[config.mk]
export PLATFORM = sky130hd
export DESIGN_NAME = pipe_stage_elastic
export DESIGN_NICKNAME = d
export VERILOG_FILES = /design/src/rtl/pipe_stage_elastic.sv
export SDC_FILE = /design/constraint.sdc
export NUM_CORES = 1
export LEC_CHECK = 0
export CORE_AREA = 3 3 216 218
export CTS_BUF_LIST = sky130_fd_sc_hd__clkbuf_4 sky130_fd_sc_hd__clkbuf_8
export DETAILED_ROUTE_END_ITERATION = 7
export DIE_AREA = 0 0 219 221
export PLACE_DENSITY = 0.88
export SYNTH_ARGS = -nofsm -noshare
export SYNTH_HDL_FRONTEND = slang
export SYNTH_SLANG_ARGS = --single-unit
[constraint.sdc]
create_clock -name clk -period 6.17 [get_ports clk]
set_input_delay 1.234 -clock clk [delete_from_list [all_inputs] [get_ports clk]]
set_output_delay 1.234 -clock clk [all_outputs]
set_load 0.03 [all_outputs]
[src/rtl/pipe_stage_elastic.sv]
// Elastic valid/ready pipeline stage register with optional skid entry,
// squash (optionally holding a stalled main entry) and a drop counter.
module pipe_stage_elastic #(
  parameter int unsigned WIDTH         = 256,
  parameter bit          SKID          = 1'b1,
  parameter bit          HOLD_ON_STALL = 1'b0,
  parameter int unsigned CNT_W         = 16
) (
  input  logic             clk,
  input  logic             rst,
  input  logic             in_valid,
  output logic             in_ready,
  input  logic [WIDTH-1:0] in_data,
  output logic             out_valid,
  input  logic             out_ready,
  output logic [WIDTH-1:0] out_data,
  input  logic             squash,
  output logic [1:0]       occupancy,
  output logic [CNT_W-1:0] drop_cnt
);

  typedef enum logic [1:0] {
    S_EMPTY = 2'd0,
    S_ONE   = 2'd1,
    S_TWO   = 2'd2
  } state_t;

  state_t           r_state;
  state_t           w_state_nxt;
  logic [WIDTH-1:0] r_main;
  logic [WIDTH-1:0] r_skid;
  logic [WIDTH-1:0] w_main_nxt;
  logic [WIDTH-1:0] w_skid_nxt;
  logic [CNT_W-1:0] r_drop;
  logic [CNT_W-1:0] w_drop_nxt;
  logic [CNT_W:0]   w_sum;
  logic [1:0]       w_ndrop;
  logic             w_in_fire;
  logic             w_out_fire;
  logic             w_hold;
  logic             w_main_lost;
  logic             w_skid_lost;

  assign out_valid = (r_state != S_EMPTY);
  assign out_data  = r_main;
  assign occupancy = r_state;
  assign drop_cnt  = r_drop;

  // Skid mode: ready depends on registered state only.
  assign in_ready = ~rst & (SKID ? (r_state != S_TWO)
                                 : (~out_valid | out_ready));

  assign w_in_fire  = in_valid & in_ready;
  assign w_out_fire = out_valid & out_ready;

  always_comb begin
    w_state_nxt = r_state;
    w_main_nxt  = r_main;
    w_skid_nxt  = r_skid;
    w_hold      = 1'b0;
    w_main_lost = 1'b0;
    w_skid_lost = 1'b0;
    if (squash) begin
      w_hold      = HOLD_ON_STALL & out_valid & ~out_ready;
      w_skid_lost = (r_state == S_TWO);
      w_main_lost = out_valid & ~w_out_fire & ~w_hold;
      w_skid_nxt  = '0;
      if (w_hold) begin
        w_state_nxt = S_ONE;
      end else begin
        w_state_nxt = S_EMPTY;
        w_main_nxt  = '0;
      end
    end else begin
      unique case (r_state)
        S_EMPTY: begin
          if (w_in_fire) begin
            w_main_nxt  = in_data;
            w_state_nxt = S_ONE;
          end
        end
        S_ONE: begin
          if (w_in_fire && w_out_fire) begin
            w_main_nxt = in_data;
          end else if (w_in_fire && SKID) begin
            w_skid_nxt  = in_data;
            w_state_nxt = S_TWO;
          end else if (w_out_fire) begin
            w_main_nxt  = '0;
            w_state_nxt = S_EMPTY;
          end
        end
        S_TWO: begin
          if (w_out_fire) begin
            w_main_nxt  = r_skid;
            w_skid_nxt  = '0;
            w_state_nxt = S_ONE;
          end
        end
        default: begin
          w_main_nxt  = '0;
          w_skid_nxt  = '0;
          w_state_nxt = S_EMPTY;
        end
      endcase
    end
  end

  // Saturating add of entries lost to squash.
  always_comb begin
    w_ndrop    = {1'b0, w_main_lost} + {1'b0, w_skid_lost};
    w_sum      = (CNT_W+1)'(r_drop) + (CNT_W+1)'(w_ndrop);
    w_drop_nxt = w_sum[CNT_W] ? '1 : w_sum[CNT_W-1:0];
  end

  always_ff @(posedge clk) begin
    if (rst) begin
      r_state <= S_EMPTY;
      r_main  <= '0;
      r_skid  <= '0;
      r_drop  <= '0;
    end else begin
      r_state <= w_state_nxt;
      r_main  <= w_main_nxt;
      r_skid  <= w_skid_nxt;
      r_drop  <= w_drop_nxt;
    end
  end

endmodule

; Word-level counts from Yosys, hierarchy flattened
; Cells that the tools add are included.
[totals]
word_cells = 47
ff_bits = 530
[classes]
mux = 17
n_bitwise = 7
add_sub_neg = 2
eq_ne = 10
reduce_logical = 7
[op_table]
columns = operator, n
row1 = $mux 256, 6
row2 = $pmux 256 s3, 2
row3 = $add 16x2->17, 1
row4 = $mux 16, 1
row5 = $reduce_and 4->1, 3
row6 = $mux 2, 5
row7 = $ne 2x2->1 const B, 5
row8 = $ne 3x3->1 const B, 3
row9 = $pmux 2 s3, 1
row10 = $and 1x1->1, 4
row11 = $not 1->1, 3
row12 = $add 1x1->2, 1
row13 = $eq 2x1->1 const B, 1
row14 = $eq 2x2->1 const B, 1
row15 = $logic_not 2->1, 1
row16 = $mux 1, 2
row17 = $reduce_bool 2->1, 1
row18 = $reduce_or 2->1, 1
row19 = $logic_and 1x1->1, 1

; Longest topological paths before layout
; Gate-level depths: netlist of run 1.
[logic_depth]
ltp_word = 8
ltp_mapped = 14

; Least setup slack after synthesis of run 1
; OpenSTA, ideal clock, no wires.
[synth_timing]
kind = register -> register
startpoint = register r_state[1], in the netlist occupancy[1]
endpoint = register r_drop[10], in the netlist drop_cnt[10]
path_buffers = 5
slack_ps = 2784
arrival_time_ps = 3316
required_ps = 6100
setup_time_ps = 70
period_less_slack_ps = 3386
stages_incl_launch_ff = 15
cell_sequence = dfxtp_1 -> buf_2 -> buf_2 -> buf_2 -> buf_2 -> or2_2 -> nand3b_1 -> fa_1 -> inv_1 -> ha_1 -> nand4_1 -> nor4_2 -> nand3_1 -> buf_2 -> a21oi_1
[synth_via]
elab_chain_cells = 8
[synth_rtl]
columns = item, line_no
row1 = from (decl), 28  ; state_t r_state;
row2 = from (signal assigned), 123  ; r_state <= w_state_nxt;
row3 = $reduce_bool 2->1 (*), 44  ; assign out_valid = (r_state != S_EMPTY);
row4 = named net out_valid, 14  ; output logic out_valid,
row5 = $and 1x1->1, 54  ; assign w_out_fire = out_valid & out_ready;
row6 = $not 1->1, 66  ; w_main_lost = out_valid & ~w_out_fire & ~w_hold;
row7 = $and 1x1->1 (*), 66
row8 = $mux 1 (*), 63  ; if (squash) begin
row9 = $add 1x1->2 (*), 111  ; w_ndrop = {1'b0, w_main_lost} + {1'b0, w_skid_lost};
row10 = $add 16x2->17 (*), 112  ; w_sum = (CNT_W+1)'(r_drop) + (CNT_W+1)'(w_ndrop);
row11 = $mux 16 (*), 113  ; w_drop_nxt = w_sum[CNT_W] ? '1 : w_sum[CNT_W-1:0];
row12 = to (signal assigned), 126  ; r_drop <= w_drop_nxt;
row13 = to (decl), 34  ; logic [CNT_W-1:0] r_drop;
; The timed path passes the listed nets; every way through them passes the cells marked *.
; A chain may end at the register's enable or synchronous reset.

; Worst setup path in the final report of run 1
[layout_timing]
startpoint = input rst
endpoint = output in_ready
[layout_via]
elab_chain_cells = 2
[layout_rtl]
columns = item, line_no
row1 = from (decl), 10  ; input logic rst,
row2 = $not 1->1, 50  ; assign in_ready = ~rst & (SKID ? (r_state != S_TWO)
row3 = $and 1x1->1, 50
row4 = to (decl), 12  ; output logic in_ready,
; No other way between the ends.

==> run summary, run 1 <==
Avg WL per Cell: 21.25 µm
post-synthesis cell count: 2674
share of layout cells above drive strength 1: 5.805%
post-synthesis register bit count: 530
Synth top area share: 41.80%
Final Cycle Share: 68.65%
hold path start: r_skid[54]
largest net degree at the start of global routing: 149
synth warn: 0
placed cells: 3575
worst hold endpoint: r_skid[54]
clk buf depth: 3
post-route non-filler standard cell count: 3737
chip width: 219 µm
Seq/Total Area, Yosys: 41.80%
worst hold stages: 2
setup slack, reg-to-reg: 2.63 ns
ys flop type: dfxtp_1
WS Path Type: input port to output port
Final Util: 72.02%
CP endpoint kind: output port
Worst slew margin: 22.59%
PwrDens: 242.3 mW/mm²
Die Y: 221 µm
RR Startpoint: occupancy[0]
worst r2r dst: drop_cnt[1]
worst-path fanout max: 21
postcts setup bufs: 0
CTS H-tree depth: 3
CP arrival: 3.00 ns
Post-synth EDFFs: 0
TritonCTS Buffers: 86
core area: 0.04509 mm²
final wirelength: 79430 µm
num ports: 537
Mapped Area: 0.02539 mm²
first-pass GRT wire length: 122900 µm
post-route cell area: 0.03247 mm²
commonest non-fill, non-tap cell in the layout: clkdlybuf4s50_1
Fin. Hold Viols: 0
1st-iter DRT viols: 2289
vias in the first global route: 22320
Starting Density: 56.30%
HP Class: flop to flop
fin nets: 3326
startpoint types: input port
clock slew at reported path FFs: 0.06 ns
Vias/cell: 6.078
CTS resizes: 0
Final Setup Violations: 0
CTS Root Cell: clkbuf_8
Vias: 22710
Lkg Pwr: 10.50 nW
RePlAce Congestion: 0.8318
area taken by multi-input logic gates: 0.01341 mm²
Remaining Overflow, GRT: 0
number of port buffers: 536
hold_buf cts: 0
maximum clock rate: 236.1 MHz
Slew @ Worst Pin: 1.161 ns
TritonCTS clock tree: yes
Reg2Reg Depth: 9
Final Hold Slack: 0.4917 ns
Antenna Nets Post-Route: 0
hpwl dp: 49320 µm
Period minus WS final: 4.236 ns
synth top area cells: dfxtp_1 42%, mux2i_1 20%, o2bb2ai_1 8.8%
number of max-cap violations: 0
RSZ-0062 raised after global routing: no
Sequential cell area: 0.01062 mm²
total die area: 0.04840 mm²
status: complete, no violations
Synth-to-Final Area Change: 27.91%
Distinct cells, synth: 36
CTS sink cnt: 530
router iterations before antenna repair: 6
Setup TNS: 0 ns
clk_skew: 0.02315 ns
most frequent cells in the layout: 536 x clkdlybuf4s50_1, 528 x dfxtp_1, 521 x nor2_1
initial antenna violation count: 22
syn_nets: 2937
gr usage total: 31.02%
Placed Instance Area: 0.03061 mm²
cell taking the most area after synthesis: dfxtp_1
synthesized area per cell: 9.493 µm²
async set-or-reset flop fraction in the synthesized netlist: 0%
# fillers: 3121
Max Slew Vio Count: 0
Max VDD drop: 0.0001985 V
worst skew pair latency: 0.69 ns
Worst Path Required: 4.94 ns
Post-route DRC: 0
cell row count: 78
## per-layer routing
metal / vias up / wire length [µm] / GRT usage (%)
li1: 10360 / - / -
met1: 11080 / 31440 / 39.09
met2: 1066 / 37790 / 49.78
met3: 204 / 6953 / 7.800
met4: 6 / 3212 / 14.64
met5: - / 34 / 0
## cells in the mapped netlist (5+ instances only)
library cell    n
buf_6          27
buf_2          92
buf_4          25
a22oi_1       256
nor2_1        521
inv_1           6
buf_1           9
clkbuf_1      109
nor3_1          7
xnor2_1         9
and2_1        256
o2bb2ai_1     256
mux2i_1       514
a21oi_1        16
nand2_1         5
nand3_1         5
dfxtp_1       530
## kinds of logic (layout without fill, tap and decap cells)
logic type               Yosys count  count (layout)  share of synthesized area, %
AO/OA/AOI/OAI                    534             534                         16.93
XOR/XNOR                          10              10                        0.3450
multiplexers                     514             514                         20.27
buffers and inverters            268             712                         5.584
flip-flops                       530             530                         41.80
other                              0              19                             0
adder cells (fa/ha/maj)            2               2                        0.1281
AND/OR/NAND/NOR                  816             816                         14.95
## through the flow
step	setup slack [ns]	power [mW]
floorplan	2.784	4.219
global placement	1.960	4.625
detailed placement	1.854	4.655
CTS	1.947	7.892
global route	1.843	8.114
finish	1.934	7.867
## state kept, by name, summed over array words and instances (netlist names)
name       cells
drop_cnt      16
r_skid       256
occupancy      2
out_data     256
## cell type report
cell class	count	area share [%]
Tap cell	600	2.312
Sequential cell	530	32.70
Antenna cell	19	0.1464
Clock inverter	11	0.5048
Timing Repair Buffer	563	17.88
Multi-Input combinational cell	1876	41.30
Inverter	6	0.06936
Clock buffer	132	5.094
## worst max-delay path, stage by stage
cell,delay [ns]
clkdlybuf4s50_1,0.82
nor2_1,0.24
clkdlybuf4s50_1,0.70
## worst max-delay path by stage
stage,startpoint,endpoint,slack [ns],cells past startpoint
floorplan,occupancy[1],drop_cnt[10],2.78,14
global placement,rst,out_data[167],1.96,6
detailed placement,rst,out_data[171],1.85,6
CTS,rst,in_ready,1.95,3
finish,rst,in_ready,1.93,3
global route,rst,in_ready,1.84,3
## where the power goes
group / total (mW) / internal (mW) / switching (mW)
registers: 3.52 / 3.48 / 0.0485
clock network: 3.26 / 1.86 / 1.40
logic: 1.08 / 0.465 / 0.615
No activity file was read; power rests on OpenSTA's default activity.
==> run 2, diff against run 1 <==
CORE_AREA = 3 3 234 236   (was 3 3 216 218)
DIE_AREA = 0 0 237 239   (was 0 0 219 221)
PLACE_DENSITY = 0.8   (was 0.88)
clock period = 3.5 ns   (was 6.17 ns; I/O delays follow)
==> run summary, run 2 (synthesis gave the netlist of run 1 again) <==
status: complete, no violations
number of port buffers: 536 (unchanged)
chip width: 237 µm (+8.2%)
num ports: 537 (unchanged)
TritonCTS clock tree: yes
commonest non-fill, non-tap cell in the layout: clkdlybuf4s50_1
Max VDD drop: 0.0002748 V (+38%)
clk_skew: 0.02513 ns (+0.001973 ns)
cell row count: 84 (+7.7%)
HP Class: flop to flop
Fin. Hold Viols: 0 (unchanged)
Avg WL per Cell: 20.14 µm (-5.2%)
# fillers: 4173 (+34%)
maximum clock rate: 304.5 MHz
WS Path Type: flop to output port
post-route non-filler standard cell count: 3864 (+3.4%)
Setup TNS: 0 ns (unchanged)
Post-route DRC: 0 (unchanged)
setup slack, reg-to-reg: 0.62 ns (-2.01 ns)
Final Cycle Share: 93.82%
Worst slew margin: 26.97% (+4.4 points)
core area: 0.05266 mm² (+17%)
first-pass GRT wire length: 121200 µm (-1.4%)
CTS H-tree depth: 3 (unchanged)
Final Hold Slack: 0.4927 ns (+0.0009400 ns)
Reg2Reg Depth: 9 (unchanged)
worst skew pair latency: 0.65 ns (-0.04 ns)
worst hold stages: 2 (unchanged)
Antenna Nets Post-Route: 0 (unchanged)
placed cells: 3693 (+3.3%)
Worst Path Required: 2.80 ns (-2.14 ns)
final wirelength: 77830 µm (-2.0%)
Max Slew Vio Count: 0 (unchanged)
total die area: 0.05664 mm² (+17%)
CTS resizes: 0 (unchanged)
Starting Density: 48.21% (-8.1 points)
TritonCTS Buffers: 89 (+3.5%)
number of max-cap violations: 0 (unchanged)
Placed Instance Area: 0.03110 mm² (+1.6%)
router iterations before antenna repair: 6 (unchanged)
clock slew at reported path FFs: 0.06 ns (about the same)
Slew @ Worst Pin: 1.095 ns (-0.06562 ns)
CTS Root Cell: clkbuf_8
share of layout cells above drive strength 1: 7.145% (+1.3 points)
startpoint types: flop
gr usage total: 25.98% (-5.0 points)
delay-heaviest family, CP: buffers and inverters
Lkg Pwr: 10.79 nW (+2.7%)
RePlAce Congestion: 0.8573 (+3.1%)
fin nets: 3359 (+0.99%)
hold path start: r_skid[120]
RSZ-0062 raised after global routing: no
CP endpoint kind: output port
WP buf/inv: 2 (unchanged)
1st-iter DRT viols: 1810 (-21%)
Final Setup Violations: 0 (unchanged)
Synth-to-Final Area Change: 30.34%
postcts setup bufs: 0 (unchanged)
Remaining Overflow, GRT: 0 (unchanged)
slowest CP cell: clkdlybuf4s50_1
vias in the first global route: 21910 (-1.8%)
CTS sink cnt: 530 (unchanged)
Final Total Pwr: 14.11 mW (+79%)
clk buf depth: 3 (unchanged)
Die Y: 239 µm (+8.1%)
hpwl dp: 50680 µm (+2.8%)
RR Startpoint: occupancy[1]
hold_buf cts: 0 (unchanged)
most frequent cells in the layout: 536 x clkdlybuf4s50_1, 528 x dfxtp_1, 521 x nor2_1
worst hold endpoint: r_skid[120]
post-route cell area: 0.03309 mm² (+1.9%)
PwrDens: 426.4 mW/mm² (+76%)
CP Cell Sequence: buf_4 > clkdlybuf4s50_1
initial antenna violation count: 14 (-36%)
Vias: 22310 (-1.8%)
Vias/cell: 5.773 (-5.0%)
slowest cell delay on critical path: 0.80 ns (-0.02 ns)
worst-path fanout max: 60 (+190%)
worst r2r dst: drop_cnt[13]
CP arrival: 2.58 ns (-0.42 ns)
Period minus WS final: 3.284 ns
largest net degree at the start of global routing: 126 (-15%)
## run 2: cell types whose count changed in the layout (fill, tap and decap cells not counted), sizes merged
| cell | change |
|---|---|
| bufinv | -2 |
| clkinvlp | -1 |
| clkbuf | +10 |
| diode | -6 |
| clkinv | +5 |
| inv | +3 |
| buf | +30 |
## run 2: final cells by class
type                    instances  area [µm²]  area share, %
repair buffers                593        6193          18.72
well taps                     688       860.8          2.602
multi-input cells            1876       13410          40.53
inverters                       6       22.52        0.06807
clock inverters                16       147.6         0.4462
flip-flops and latches        530       10620          32.09
clock buffers                 142        1804          5.453
diodes                         13       32.53        0.09832
## run 2: worst max path at each step
stage                 start           end  slack [ns]  cells past startpoint
2_1_floorplan  occupancy[1]  drop_cnt[10]        0.11                     14
3_3_place_gp      out_ready   drop_cnt[0]        0.20                      9
3_5_place_dp      out_ready   drop_cnt[7]        0.12                      9
4_1_cts        occupancy[0]  occupancy[0]        0.17                      2
5_1_grt        occupancy[0]  occupancy[0]        0.12                      2
6_report       occupancy[0]  occupancy[0]        0.22                      2
## run 2: per-stage QoR
step / util [%] / worst slack [ns]
after CTS: 62.78 / 0.1661
after detailed placement: 59.07 / 0.1194
after global routing: 62.83 / 0.1197
after floorplan: - / 0.1136
final: 62.84 / 0.2162
after global placement: 59.07 / 0.2044
## run 2: per-layer routing
layer	track usage [%]	part of all wire, %	vias to the layer above
li1	-	-	10430
met1	33.03	41	10820
met4	10.94	3.2	2
met3	6.264	7.9	157
met5	0	0.017	-
met2	42.31	48	898
## run 2: power by group
| group | internal (mW) | switching [mW] | total [mW] |
|---|---|---|---|
| logic | 0.858 | 1.09 | 1.95 |
| clock network | 3.42 | 2.54 | 5.96 |
| registers | 6.13 | 0.0706 | 6.20 |
| total | 10.4 | 3.71 | 14.1 |
## run 2: worst min-delay path: cells and delay by family, from the launching register on
family | cells | cell delay [ns]
simple gates | 1 | 0.07
flops | 1 | 0.33
mux | 1 | 0.06
==> run 3, diff against run 2 <==
CORE_AREA = 3 3 237 239   (was 3 3 234 236)
CTS_BUF_LIST = unset   (was sky130_fd_sc_hd__clkbuf_4 sky130_fd_sc_hd__clkbuf_8)
CTS_CLUSTER_SIZE = 14   (was unset)
DIE_AREA = 0 0 240 242   (was 0 0 237 239)
PLACE_DENSITY = 0.78   (was 0.8)
==> run summary, run 3 (synthesis gave the netlist of run 1 again) <==
Vias: 21970 (-1.5%)
Worst Path Required: 2.80 ns (about the same)
share of layout cells above drive strength 1: 5.395% (-1.8 points)
Post-route DRC: 0 (unchanged)
Max VDD drop: 0.0003228 V (+17%)
clk buf depth: 3 (unchanged)
postcts setup bufs: 0 (unchanged)
most frequent cells in the layout: 536 x clkdlybuf4s50_1, 528 x dfxtp_1, 521 x nor2_1
maximum clock rate: 347.6 MHz (+14%)
Antenna Nets Post-Route: 0 (unchanged)
HP Class: flop to flop
clock slew at reported path FFs: 0.06 ns (about the same)
Setup TNS: 0 ns (unchanged)
CTS sink cnt: 530 (unchanged)
cell row count: 85 (+1.2%)
chip width: 240 µm (+1.3%)
1st-iter DRT viols: 1532 (-15%)
Remaining Overflow, GRT: 0 (unchanged)
Lkg Pwr: 10.69 nW (-0.87%)
Period minus WS final: 2.877 ns (-0.4068 ns)
core area: 0.05403 mm² (+2.6%)
CP arrival: 2.18 ns (-0.40 ns)
CP Cell Sequence: clkdlybuf4s50_1 > nor2_1 > clkdlybuf4s50_1
Final Setup Violations: 0 (unchanged)
final wirelength: 77670 µm (-0.20%)
total die area: 0.05808 mm² (+2.5%)
Worst slew margin: 19.33% (-7.6 points)
vias in the first global route: 21810 (-0.49%)
number of port buffers: 536 (unchanged)
Reg2Reg Depth: 9 (unchanged)
slowest CP cell: clkdlybuf4s50_1
router iterations before antenna repair: 5 (-1)
CP endpoint kind: output port
CTS Root Cell: clkbuf_16
TritonCTS Buffers: 57 (-36%)
post-route cell area: 0.03302 mm² (-0.20%)
worst skew pair latency: 0.60 ns (-0.05 ns)
crit path from: rst
worst-path fanout max: 6 (-90%)
Starting Density: 46.99% (-1.2 points)
Final Cycle Share: 82.20% (-12 points)
RSZ-0062 raised after global routing: no
CTS H-tree depth: 2 (-1)
Vias/cell: 5.744 (-0.51%)
slowest cell delay on critical path: 0.74 ns (-0.06 ns)
gr usage total: 25.32% (-0.66 points)
hpwl dp: 49780 µm (-1.8%)
RePlAce Congestion: 0.8386 (-2.2%)
Fin. Hold Viols: 0 (unchanged)
CP dominant cell by count: clkdlybuf4s50_1
Avg WL per Cell: 20.31 µm (+0.82%)
# fillers: 4374 (+4.8%)
worst hold stages: 2 (unchanged)
commonest non-fill, non-tap cell in the layout: clkdlybuf4s50_1
CTS resizes: 0 (unchanged)
post-route non-filler standard cell count: 3825 (-1.0%)
WS Path Type: input port to output port
RR Startpoint: occupancy[1]
startpoint types: input port
Die Y: 242 µm (+1.3%)
Slew @ Worst Pin: 1.210 ns (+0.1146 ns)
first-pass GRT wire length: 121000 µm (-0.14%)
Placed Instance Area: 0.03106 mm² (-0.15%)
hold path start: r_skid[59]
status: complete, no violations
placed cells: 3705 (+0.32%)
TritonCTS clock tree: yes
number of max-cap violations: 0 (unchanged)
PwrDens: 433.8 mW/mm² (+1.8%)
initial antenna violation count: 19 (+5)
largest net degree at the start of global routing: 143 (+13%)
clk_skew: 0.02035 ns (-0.004775 ns)
Max Slew Vio Count: 0 (unchanged)
fin nets: 3331 (-0.83%)
Synth-to-Final Area Change: 30.09%
num ports: 537 (unchanged)
hold_buf cts: 0 (unchanged)
[run 3: cell count changes in the layout (fill, tap and decap cells not counted), sizes merged]
cell | before | now
buf | 57 | 61
bufinv | 2 | 4
clkbuf | 142 | 81
clkinv | 9 | 14
clkinvlp | 1 | 5
diode | 13 | 15
inv | 10 | 7
[run 3: worst paths after layout]
path                                    end  slack [ns]
worst max-delay path               in_ready        0.62
worst min-delay path             r_skid[59]        0.49
worst max register to register  drop_cnt[2]        0.63
worst min register to register   r_skid[59]        0.49
[run 3: where the power goes]
group | total [mW] | internal, mW | switching, mW | leakage [nW]
clock | 6.18 | 3.64 | 2.54 | 0.948
sequential | 6.19 | 6.12 | 0.0647 | 4.28
combinational | 1.95 | 0.856 | 1.10 | 5.46
[run 3: per-stage QoR]
stage | setup WS [ns] | hold slack [ns] | util (%) | power, mW
CTS | 0.5977 | 0.4969 | 61.05 | 14.42
global route | 0.3319 | 0.5167 | 61.11 | 14.82
floorplan | 0.1136 | 0.4601 | - | 7.438
detailed placement | 0.2051 | 0.4828 | 57.48 | 8.258
global placement | 0.2466 | 0.4712 | 57.48 | 8.219
finish | 0.6230 | 0.4920 | 61.12 | 14.33
[run 3: critical path, delay by kind of cell]
family        cells  cell delay [ns]
simple gates      1             0.17
buf+inv           2             1.31
[run 3: cell type report]
cell class	count	area (µm²)	area share (%)
Multi-Input combinational cell	1876	13410	40.61
Inverter	6	22.52	0.06820
Clock inverter	24	240.2	0.7275
Antenna cell	15	37.54	0.1137
Sequential cell	530	10620	32.15
Clock buffer	81	1689	5.115
Tap cell	696	870.8	2.637
Timing Repair Buffer	597	6136	18.58
[run 3: per-layer routing]
layer / up-vias / track usage, % / wire length, µm
li1: 10350 / - / -
met1: 10700 / 32.30 / 32460
met2: 744 / 41.01 / 36940
met3: 164 / 5.806 / 5542
met4: 10 / 10.80 / 2668
met5: - / 0 / 57
